## config.mk

```make
export PLATFORM = sky130hd
export DESIGN_NAME = rob_commit
export DESIGN_NICKNAME = d
export VERILOG_FILES = /design/src/rtl/rob_commit_pkg.sv /design/src/rtl/rob_commit.sv
export SDC_FILE = /design/constraint.sdc
export NUM_CORES = 1
export LEC_CHECK = 0
export ABC_AREA = 1
export CELL_PAD_IN_SITES_DETAIL_PLACEMENT = 0
export CELL_PAD_IN_SITES_GLOBAL_PLACEMENT = 2
export CORE_ASPECT_RATIO = 0.6
export CORE_MARGIN = 1
export CORE_UTILIZATION = 45
export CTS_BUF_LIST = sky130_fd_sc_hd__clkbuf_8
export CTS_CLUSTER_DIAMETER = 30
export CTS_CLUSTER_SIZE = 16
export DETAILED_ROUTE_END_ITERATION = 10
export MAX_ROUTING_LAYER = met4
export PLACE_DENSITY_LB_ADDON = 0.1
export SLEW_MARGIN = 10
export SYNTH_ARGS = -nofsm -noshare
export SYNTH_HDL_FRONTEND = slang
export SYNTH_SLANG_ARGS = --single-unit
```

## constraint.sdc

```tcl
create_clock -name clk -period 8.6 [get_ports clk]
set_input_delay 2.58 -clock clk [delete_from_list [all_inputs] [get_ports clk]]
set_output_delay 2.58 -clock clk [all_outputs]
set_load 0.02 [all_outputs]
```

## src/rtl/rob_commit_pkg.sv

```systemverilog
// rtl/rob_commit_pkg.sv - shared widths, sizes and tag/index mapping for the reorder buffer
package rob_commit_pkg;

    localparam int DATA_WIDTH = 32;
    localparam int REG_WIDTH  = 5;
    localparam int TAG_WIDTH  = 5;
    localparam int ROB_SIZE   = 16;
    localparam int EMPTY_TAG  = 0;
    localparam int EMPTY_REG  = 0;

    // Tag 0 is reserved for "no tag", so entry i is named by tag i+1.
    function automatic int tag_to_idx(input int tag);
        return tag - 1;
    endfunction

    function automatic int idx_to_tag(input int idx);
        return idx + 1;
    endfunction

endpackage

```

## src/rtl/rob_commit.sv

```systemverilog
// rtl/rob_commit.sv - reorder buffer: tag allocation, CDB writeback, in-order commit, mispredict flush
// Optional operand lookup ports are built when ROB_OPERAND_QUERY_EN is defined.
module rob_commit
    import rob_commit_pkg::*;
#(
    parameter int DEPTH  = ROB_SIZE,
    parameter int TAG_W  = TAG_WIDTH,
    parameter int DATA_W = DATA_WIDTH,
    parameter int REG_W  = REG_WIDTH
) (
    input  logic              clk,
    input  logic              rst,
    input  logic              rdy,
    input  logic              alloc_valid,
    input  logic [REG_W-1:0]  alloc_rd,
    output logic [TAG_W-1:0]  alloc_tag,
    output logic              rob_full,
    input  logic              cdb_valid,
    input  logic [TAG_W-1:0]  cdb_tag,
    input  logic [DATA_W-1:0] cdb_data,
    input  logic              cdb_mispredict,
    input  logic [31:0]       cdb_target,
    output logic              if_commit,
    output logic [REG_W-1:0]  pos_commit,
    output logic [DATA_W-1:0] data_commit,
    output logic [TAG_W-1:0]  tag_commit,
    output logic              clear,
    output logic [31:0]       redirect_pc
`ifdef ROB_OPERAND_QUERY_EN
    ,
    input  logic [TAG_W-1:0]  q1_tag,
    input  logic [TAG_W-1:0]  q2_tag,
    output logic              q1_ready,
    output logic [DATA_W-1:0] q1_data,
    output logic              q2_ready,
    output logic [DATA_W-1:0] q2_data
`endif
);

    localparam int PTR_W = $clog2(DEPTH);

    logic              ent_busy   [DEPTH];
    logic              ent_ready  [DEPTH];
    logic              ent_mis    [DEPTH];
    logic [REG_W-1:0]  ent_rd     [DEPTH];
    logic [DATA_W-1:0] ent_data   [DEPTH];
    logic [31:0]       ent_target [DEPTH];

    logic [PTR_W-1:0]  head;
    logic [PTR_W-1:0]  tail;
    logic [PTR_W:0]    count;

    logic [PTR_W-1:0]  wb_idx;
    logic              wb_tag_ok;
    logic              do_alloc;
    logic              do_wb;
    logic              do_commit;

    assign alloc_tag = TAG_W'(idx_to_tag(int'(tail)));
    assign rob_full  = (count == (PTR_W+1)'(DEPTH));

    assign wb_idx    = PTR_W'(tag_to_idx(int'(cdb_tag)));
    assign wb_tag_ok = (int'(cdb_tag) != EMPTY_TAG) && (int'(cdb_tag) <= DEPTH);
    assign do_alloc  = alloc_valid && !rob_full && !clear;
    assign do_wb     = cdb_valid && !clear && wb_tag_ok && ent_busy[wb_idx];
    assign do_commit = (count != '0) && ent_busy[head] && ent_ready[head];

    always_ff @(posedge clk) begin
        if (rst) begin
            head        <= '0;
            tail        <= '0;
            count       <= '0;
            if_commit   <= 1'b0;
            clear       <= 1'b0;
            pos_commit  <= '0;
            data_commit <= '0;
            tag_commit  <= '0;
            redirect_pc <= '0;
            for (int i = 0; i < DEPTH; i++) begin
                ent_busy[i]  <= 1'b0;
                ent_ready[i] <= 1'b0;
            end
        end else if (!rdy) begin
            if_commit <= 1'b0;
            clear     <= 1'b0;
        end else begin
            if_commit <= 1'b0;
            clear     <= 1'b0;
            if (do_wb) begin
                ent_ready[wb_idx]  <= 1'b1;
                ent_data[wb_idx]   <= cdb_data;
                ent_mis[wb_idx]    <= cdb_mispredict;
                ent_target[wb_idx] <= cdb_target;
            end
            if (do_alloc) begin
                ent_busy[tail]  <= 1'b1;
                ent_ready[tail] <= 1'b0;
                ent_rd[tail]    <= alloc_rd;
                ent_mis[tail]   <= 1'b0;
                tail            <= tail + PTR_W'(1);
            end
            if (do_commit) begin
                pos_commit  <= ent_rd[head];
                data_commit <= ent_data[head];
                tag_commit  <= TAG_W'(idx_to_tag(int'(head)));
                if_commit   <= (int'(ent_rd[head]) != EMPTY_REG);
            end
            // A retiring mispredict wipes everything, overriding this edge's alloc/writeback.
            if (do_commit && ent_mis[head]) begin
                clear       <= 1'b1;
                redirect_pc <= ent_target[head];
                head        <= '0;
                tail        <= '0;
                count       <= '0;
                for (int i = 0; i < DEPTH; i++) begin
                    ent_busy[i]  <= 1'b0;
                    ent_ready[i] <= 1'b0;
                end
            end else begin
                if (do_commit) begin
                    ent_busy[head]  <= 1'b0;
                    ent_ready[head] <= 1'b0;
                    head            <= head + PTR_W'(1);
                end
                count <= count + (PTR_W+1)'(do_alloc) - (PTR_W+1)'(do_commit);
            end
        end
    end

`ifdef ROB_OPERAND_QUERY_EN
    function automatic logic [DATA_W:0] lookup(input logic [TAG_W-1:0] tag);
        logic [PTR_W-1:0] idx;
        logic             tag_ok;
        idx    = PTR_W'(tag_to_idx(int'(tag)));
        tag_ok = (int'(tag) != EMPTY_TAG) && (int'(tag) <= DEPTH);
        if (tag_ok && ent_busy[idx] && ent_ready[idx])
            return {1'b1, ent_data[idx]};
        else if (tag_ok && cdb_valid && (cdb_tag == tag))
            return {1'b1, cdb_data};
        return '0;
    endfunction

    assign {q1_ready, q1_data} = lookup(q1_tag);
    assign {q2_ready, q2_data} = lookup(q2_tag);
`endif

endmodule

```

=== Yosys cells after proc, flatten, opt, wreduce, memory -nomap -nowiden ===
Memory sizes are Yosys's and may differ from the RTL's. A register that Yosys moved wholly into a read port is not among the register bits.
Cells that the tools add are included.

* Register bits after elaboration: 25
* Bits in latches: 0
* Memory bits (writable): 1152
* Bits in read-only memories: 0
* Bits of input ports: 80
* Output and inout bits: 82
* Logic and storage cells: 353
* Memories: 6

* $add $sub $neg: 7
* $mul: 0
* Divide/modulo/power cells: 0
* $lt $le $gt $ge: 1
* Equal/unequal tests: 49
* Shifts and indexed selects: 0
* Muxes and demuxes: 79
* Bitwise operators: 178
* Reduce and logical (&&, ||, !) cells: 26

{| class="wikitable"
|+ Memory list
! memory !! words !! bits a word !! rd ports !! clocked after Yosys merged registers in !! write ports !! line !! source
|-
| ent_data || 16 || 32 || 1 || 1 || 1 || rob_commit.sv:46 || <nowiki>logic [DATA_W-1:0] ent_data [DEPTH];</nowiki>
|-
| ent_target || 16 || 32 || 1 || 1 || 1 || rob_commit.sv:47 || <nowiki>logic [31:0] ent_target [DEPTH];</nowiki>
|-
| ent_rd || 16 || 5 || 1 || 1 || 1 || rob_commit.sv:45 || <nowiki>logic [REG_W-1:0] ent_rd [DEPTH];</nowiki>
|-
| ent_busy || 16 || 1 || 2 || 1 || 16 || rob_commit.sv:42 || <nowiki>logic ent_busy [DEPTH];</nowiki>
|-
| ent_mis || 16 || 1 || 1 || 1 || 2 || rob_commit.sv:44 || <nowiki>logic ent_mis [DEPTH];</nowiki>
|-
| ent_ready || 16 || 1 || 1 || 1 || 16 || rob_commit.sv:43 || <nowiki>logic ent_ready [DEPTH];</nowiki>
|}

{| class="wikitable"
|+ Operator list
! cell !! count
|-
| $eq A4 B4 Y1 const B || 48
|-
| $and A1 B1 Y1 || 96
|-
| $mux W4 || 17
|-
| $mux W1 || 61
|-
| $not A1 Y1 || 50
|-
| $or A1 B1 Y1 || 32
|-
| $reduce_bool A5 Y1 || 3
|-
| $add A4 B1 Y5 const B || 2
|-
| $logic_and A1 B1 Y1 || 9
|-
| $add A4 B1 Y4 const B || 2
|-
| $reduce_and A2 Y1 || 4
|-
| $add A5 B1 Y5 || 1
|-
| $eq A5 B5 Y1 const B || 1
|-
| $le A5 B5 Y1 const B || 1
|-
| $mux W5 || 1
|-
| $reduce_or A1 Y1 || 5
|-
| $sub A5 B1 Y5 || 1
|-
| $reduce_bool A2 Y1 || 2
|-
| $sub A4 B1 Y4 const B || 1
|-
| $reduce_or A3 Y1 || 1
|-
| $logic_not A1 Y1 || 2
|}

=== Depth between registers and ports, before layout ===
Gate-level depths: netlist of the first run.

* Word-level depth: 28
* Gate-level depth with buffers: 20
* Depth with buffers taken out: 19

=== Worst setup path before layout of the first run ===
No wires, ideal clock.

* Path type: in2reg
* Start point: input port cdb_tag[0]
* End point: memory ent_data[4][0] (netlist name), enable pin
* Setup time: 489 ps
* Arrival: 6581 ps
* Data required time: 8111 ps
* Slack: 1530 ps
* Cell stages on the path: 11
* Path buffers: 2
* Cell sequence: buf_4 > inv_2 > buf_6 > ha_1 > nand2_1 > inv_2 > nor2_2 > nand3_1 > nand3_1 > nand3_1 > nor2_1

* Word-level cells in the longest chain between the ends: 8
* Elaborated cells on any way between the ends: 11
* Classes of those cells: 1 x add/sub; 1 x order compare; 4 x mux; 4 x reduce/logical; 1 x memory

{| class="wikitable"
|+ Ends and longest elaborated chain
! element !! line !! source
|-
| from (decl) || rob_commit.sv:19 || <nowiki>input logic [TAG_W-1:0] cdb_tag,</nowiki>
|-
| branches (longest 8 deep; another with $sub A4 B1 Y4) || n/a ||
|-
| to (decl) || rob_commit.sv:46 ||
|}

Several ways; the timed one is not identified.

=== Worst setup path in the final report of the first run ===
* Start point: input port cdb_tag[0]
* End point: memory ent_data[7][16] (netlist name), enable pin

Same word-level chain as after synthesis.

==> run metrics, run 1 <==
status=complete, no violations; clock tree buffer depth=3; Synth Area per Inst=roughly 12 sq um; Post-CTS Setup Inserts=0; TritonCTS clock tree=yes; Design Area, Final=55390 sq um; Hold WC Path Type=reg -> reg; vias per inst=5.732; later-pin clock latency in the skew report=0.90 ns; Final min period=5.825 ns; CP Class=in -> reg; Die W=425.5 um; leading post-synthesis cells by cell area=edfxtp_1 (68%), o21ai_0 (5.9%), dfxtp_1 (5.8%); RePlAce Congestion=just under 0.9; Sequential cell area=35980 sq um; Slew Viols, Final=0; Multi-input gate area=11150 sq um; final hold vios=0; number of synthesized flops with an enable pin=~1100; crit-path max FO=between 40 and 50; Slew HR=0.2154; Async S/R FF share, synth=0; Mapped Area=slightly below 50000 sq um; Fill cells=8954; skew final=approximately 0.056 ns; Reg power frac=0.539; synth warn=0; unrepaired setup endpoints after global routing=false; vias=31850; area growth from synthesis to layout=14.40%; period utilization=0.6773; commonest non-fill, non-tap cell in the layout=edfxtp_1; Routed WL=between 100 and 150 mm; Largest stage delay, worst path=0.78 ns; CP arrival=6.37 ns; Reg clk slew, reported paths=0.07 ns; DRC violations left=0; chip height=256.1 um; max-cap viol count=0; cts bufs inserted=172; Compound-Gate Fraction of Synth Area=0.1288; switching share of power=0.2200; post-synthesis xor/xnor area fraction=0.0009045; Seq/Total Area, Yosys=0.7430; ys flop type=edfxtp_1; simple-gate portion of the synthesized area=0.09412; IO Pins=between 150 and 200; largest net degree at the start of global routing=between 200 and 250; Slowest-stage cell, CP=clkdlybuf4s50_1; initial cell density of the core=0.4577; Core Area=105800 sq um; post-synthesis cell type count=39; static leakage=18.40 nW; Tot GR Track Use=0.2656; #FFs+latches synth=1245; final setup violation count=0; Synth Instances=roughly 3900; global route overflow=0; combinational power share=0.019; critical path required time=9.15 ns; DRT iter0 DRCs=3123; Root Buffer=clkbuf_8; row count=slightly above 90; post-CTS sizing=0; main combinational cell family by area after synthesis=compound AO/OA/AOI/OAI gates; Final nets=between 4000 and 5000; H-tree depth=4; I/O Buffers=161; Wirelength per Cell=25.31 um; Syn Nets=between 3000 and 4000; number of routed nets with antenna violations=0; internal power=9.550 mW; Synth area leader=edfxtp_1; clock power share=0.442; die area=109000 sq um; switching power=2.693 mW; CP Cell Sequence=clkdlybuf4s50_1 -> inv_2 -> ha_1 -> nand2_1 -> inv_2 -> nor2_2 -> nand3_1 -> nand3_1 -> nand3_1 -> buf_4 -> inv_2 -> nand2_1 -> inv_4 -> buf_4; layout cell share with drive strength beyond 1=0.09097; critical path startpoint category=input port; Max Clock Freq=171.7 MHz; Post-Synth Adder-Cell Area=0.005065; vias in the first global route=30880; hold buffer count at cts=0; mux contribution to synthesized area=0; first-pass GRT wire length=about 210 mm; clk sinks=1245; initial antenna violation count=4; commonest non-fill, non-tap cells in the layout=edfxtp_1 (1104), nor2_1 (656), o21ai_0 (573), nand2_1 (367), o22ai_1 (261); Least-Margin Pin Slew=approximately 1.2 ns; power density over the cells=221.0 nW/um^2; Worst setup EP type=flip-flop; Placed Instance Area=roughly 51000 sq um; Initial DRT Pass Iterations=5; worst vdd ir=0.1446 mV; HPWL Detailed=about 76 mm; top-area cell type share of the netlist area=0.6847; setup TNS=0 ns
-- routing by layer --
| layer | track usage | vias up | part of all wire | wire length (um) |
|---|---|---|---|---|
| li1 | - | 14520 | - | - |
| met1 | 0.3950 | 15970 | 0.48 | 67050 |
| met2 | 0.3729 | 1159 | 0.43 | 60920 |
| met3 | 0.04385 | 192 | 0.068 | 9606 |
| met4 | 0.07914 | 0 | 0.021 | 3017 |
| met5 | - | - | 0 | 0 |
-- critical path, delay by kind of cell --
| kind | cells | cell delay, ns |
|---|---|---|
| buffers and inverters | 7 | 2.61 |
| adder cells (fa/ha/maj) | 1 | 0.28 |
| AND/OR/NAND/NOR | 6 | 0.83 |
-- metrics by stage --
stage          std cells  utilization  setup slack, ns  hold slack, ns  power (mW)
2_1_floorplan       3874            -            1.530          0.4392       6.803
3_3_place_gp        5235       0.4848            1.865          0.4441       6.955
3_5_place_dp        5235       0.4848            1.838          0.4496       6.961
4_1_cts             5554       0.5235            2.830          0.4604       12.34
5_1_grt             5556       0.5236            2.484          0.4799       12.60
6_report            5556       0.5236            2.775          0.4574       12.24
-- cell usage after synthesis (2+ instances only) --
cell type	number
nor2_4	4
nand3_1	91
buf_6	2
nand2_1	367
clkbuf_1	180
nand3_2	3
xor2_1	4
o221ai_1	15
edfxtp_1	1104
o21ai_1	66
inv_1	73
dfxtp_1	141
nor2_1	664
a21boi_1	15
buf_4	7
nand2_2	2
nor2_2	3
buf_1	20
nand4_1	4
o211ai_1	5
nand4_2	3
a31oi_1	37
ha_1	18
a221oi_1	12
inv_2	16
o22ai_1	261
nor3_1	9
o21ai_0	573
buf_2	40
a21oi_1	95
a22o_1	32
-- power groups by stage --
stage                     Sequential (mW)  Clock (mW)  Combinational, mW
after CTS                            6.60        5.52              0.230
after global placement               6.73           0              0.224
after global routing                 6.60        5.76              0.250
after floorplan                      6.73           0             0.0744
after detailed placement             6.73           0              0.229
final                                6.60        5.42              0.229
-- sequential cells by signal, indices dropped and copies added, names as in the netlist, 5 cells and up, named ones only --
| signal | flops |
|---|---|
| pos_commit | 5 |
| ent_data | 512 |
| ent_target | 512 |
| tag_commit | 5 |
| ent_mis | 16 |
| ent_busy | 16 |
| redirect_pc | 32 |
| ent_ready | 16 |
| count | 5 |
| data_commit | 32 |
| ent_rd | 80 |
-- layout make-up --
cell class              instances  area share
flip-flops and latches       1245      0.6496
clock buffers                 177     0.04398
clock inverters               142     0.03004
multi-input cells            2291      0.2013
repair buffers                200     0.03641
diodes                          2  0.00009036
inverters                      89    0.006664
well taps                    1410     0.03185
-- path summary, 6_finish.rpt --
kind,startpoint,to,slack (ns),cells past startpoint
worst max-delay path,cdb_tag[0],ent_data[7][16],2.78,14
worst min register to register,redirect_pc[20],redirect_pc[20],0.46,2
worst max register to register,flip-flop,ent_busy[9],4.16,14
worst min-delay path,redirect_pc[20],redirect_pc[20],0.46,2
-- kinds of logic (layout without fill, tap and decap cells) --
| logic type | after synthesis | in the layout |
|---|---|---|
| other | 0 | 2 |
| flip-flops | 1245 | 1245 |
| buffers and inverters | 338 | 608 |
| XOR/XNOR | 5 | 5 |
| AND/OR/NAND/NOR | 1152 | 1152 |
| AO/OA/AOI/OAI | 1115 | 1115 |
| adder cells (fa/ha/maj) | 19 | 19 |
(Power assumes the default switching activity.)
==> inputs of run 2 (changes only) <==
Clock period 8.6 ns to 5.9 ns, I/O delays scaled along.
==> run metrics, run 2 (synthesized netlist as in run 1, its figures left out) <==
Final min period=4.394 ns; worst vdd ir=0.2393 mV (+65%); H-tree depth=4 (unchanged); DRT iter0 DRCs=3004 (-3.8%); Worst setup EP type=flip-flop; clk sinks=1245 (unchanged); Worst setup startpoint=cdb_tag[0]; Tot Pwr=17.77 mW (+45%); post-CTS sizing=0 (unchanged); hold buffer count at cts=0 (unchanged); status=complete, no violations; row count=92 (unchanged); critical path required time=6.45 ns (-2.70 ns); Root Buffer=clkbuf_8; Initial DRT Pass Iterations=6 (+1); Largest regs=ent_data (512), ent_target (512), ent_rd (80); Fill cells=8917 (-0.41%); HPWL Detailed=80.17 mm (+5.3%); initial cell density of the core=0.4577 (unchanged); static leakage=18.59 nW (+1.0%); CP Class=in -> reg; largest net degree at the start of global routing=195 (-8.9%); FF-to-FF path depth=15 (+1); first-pass GRT wire length=205.3 mm (-0.81%); Tot GR Track Use=0.2629 (-0.002667); global route overflow=0 (unchanged); area growth from synthesis to layout=15.37%; chip height=256.1 um (unchanged); clock tree buffer depth=3 (unchanged); Core Area=105800 sq um (unchanged); Routed WL=139.5 mm (-0.78%); later-pin clock latency in the skew report=0.90 ns (about the same); crit-path max FO=35 (-27%); Reg clk slew, reported paths=0.07 ns (about the same); layout cell share with drive strength beyond 1=0.1015 (+0.01051); RePlAce Congestion=0.8897 (+2.2%); final setup margin=1.506 ns (-1.269 ns); vias per inst=5.717 (-0.26%); Slew HR=0.2185 (+0.003085); Final nets=4125 (+0.66%); Slew Viols, Final=0 (unchanged); Die W=425.5 um (unchanged); worst slack, placed=0.6512 ns (-1.187 ns); DRC violations left=0 (unchanged); TritonCTS clock tree=yes; Sequential cell area=35980 sq um (unchanged); Non-Filler Instances=5591 (+0.63%); skew final=0.03735 ns (-0.01849 ns); critical path startpoint category=input port; I/O Buffers=161 (unchanged); commonest non-fill, non-tap cells in the layout=edfxtp_1 (1104), nor2_1 (656), o21ai_0 (573), nand2_1 (367), o22ai_1 (261); Least-Margin Pin Slew=1.170 ns (-0.007403 ns); Multi-input gate area=11150 sq um (unchanged); final hold vios=0 (unchanged); number of routed nets with antenna violations=0 (unchanged); Setup crit end=ent_target[8][14]; reg2reg end=count[4]; Final Core Density=0.5280 (+0.004424); setup TNS=0 ns (unchanged); vias=31960 (+0.36%); Wirelength per Cell=24.95 um (-1.4%); power density over the cells=318.1 nW/um^2 (+44%); IO Pins=162 (unchanged); period utilization=0.7447; Post-CTS Setup Inserts=0 (unchanged); cts bufs inserted=175 (+1.7%); die area=109000 sq um (unchanged); Hold WC Path Type=reg -> reg; max-cap viol count=0 (unchanged); Max Clock Freq=227.6 MHz; CP arrival=4.94 ns (-1.43 ns); flop-to-flop setup slack=1.90 ns (-2.26 ns); vias in the first global route=30510 (-1.2%); initial antenna violation count=3 (-1); final setup violation count=0 (unchanged); commonest non-fill, non-tap cell in the layout=edfxtp_1; Post-Place Cells=5259 (+0.46%); unrepaired setup endpoints after global routing=false
[run 2: changes by cell type in the layout (fill, tap and decap cells not counted), moves of 2 or more]
cell        previous run  this run
inv_8                  8        16
buf_12                 9        32
inv_6                 29        31
inv_4                  8        10
clkinv_2              16        20
bufinv_16             29        20
clkinv_1              19         5
clkbuf_8             177       186
clkinvlp_4            15        22
[run 2: per-layer routing]
| layer | part of all wire | routed length (um) | global-route usage | vias to the layer above |
|---|---|---|---|---|
| met2 | 0.44 | 61160 | 0.3713 | 1137 |
| met4 | 0.021 | 2896 | 0.07434 | 0 |
| met1 | 0.47 | 66230 | 0.3859 | 16050 |
| met3 | 0.066 | 9215 | 0.05045 | 196 |
| li1 | - | - | - | 14580 |
| met5 | 0 | 0 | - | - |
[run 2: worst max-delay path: stages]
cell	delay (ns)
clkdlybuf4s50_1	0.77
inv_2	0.23
ha_1	0.28
nand2_1	0.12
inv_2	0.05
nor2_2	0.28
nand3_1	0.13
nand3_1	0.11
nand3_1	0.13
buf_4	0.27
nor2_4	0.42
buf_12	0.29
[run 2: cell type report]
type	instances	share of cell area
clock buffer	186	0.04583
timing repair buffer	224	0.04449
antenna	3	0.0001344
sequential	1245	0.6442
inverter	89	0.006608
multi-input combinational	2291	0.1996
clock inverter	143	0.02753
tap	1410	0.03158
[run 2: where the power goes]
group	total [mW]	internal, mW	switching (mW)
sequential	9.62	9.60	0.0173
combinational	0.349	0.0943	0.255
clock	7.80	4.01	3.79
total	17.8	13.7	4.06
[run 2: per-stage QoR]
| stage | instance area, sq um | hold slack, ns |
|---|---|---|
| floorplan | 48420 | 0.4392 |
| global placement | 51750 | 0.4449 |
| detailed placement | 51750 | 0.4493 |
| CTS | 55850 | 0.4614 |
| global route | 55850 | 0.4783 |
| finish | 55860 | 0.4577 |
[run 2: how the worst min path moves through the flow]
| stage | startpoint | to | slack [ns] | cells after the start |
|---|---|---|---|---|
| 6_report | redirect_pc[5] | redirect_pc[5] | 0.46 | 2 |
| 5_1_grt | redirect_pc[8] | redirect_pc[8] | 0.48 | 2 |
| 4_1_cts | redirect_pc[15] | redirect_pc[15] | 0.46 | 2 |
| 3_5_place_dp | redirect_pc[15] | redirect_pc[15] | 0.45 | 2 |
| 3_3_place_gp | redirect_pc[5] | redirect_pc[5] | 0.44 | 2 |
| 2_1_floorplan | ent_ready[5] | ent_ready[5] | 0.44 | 2 |
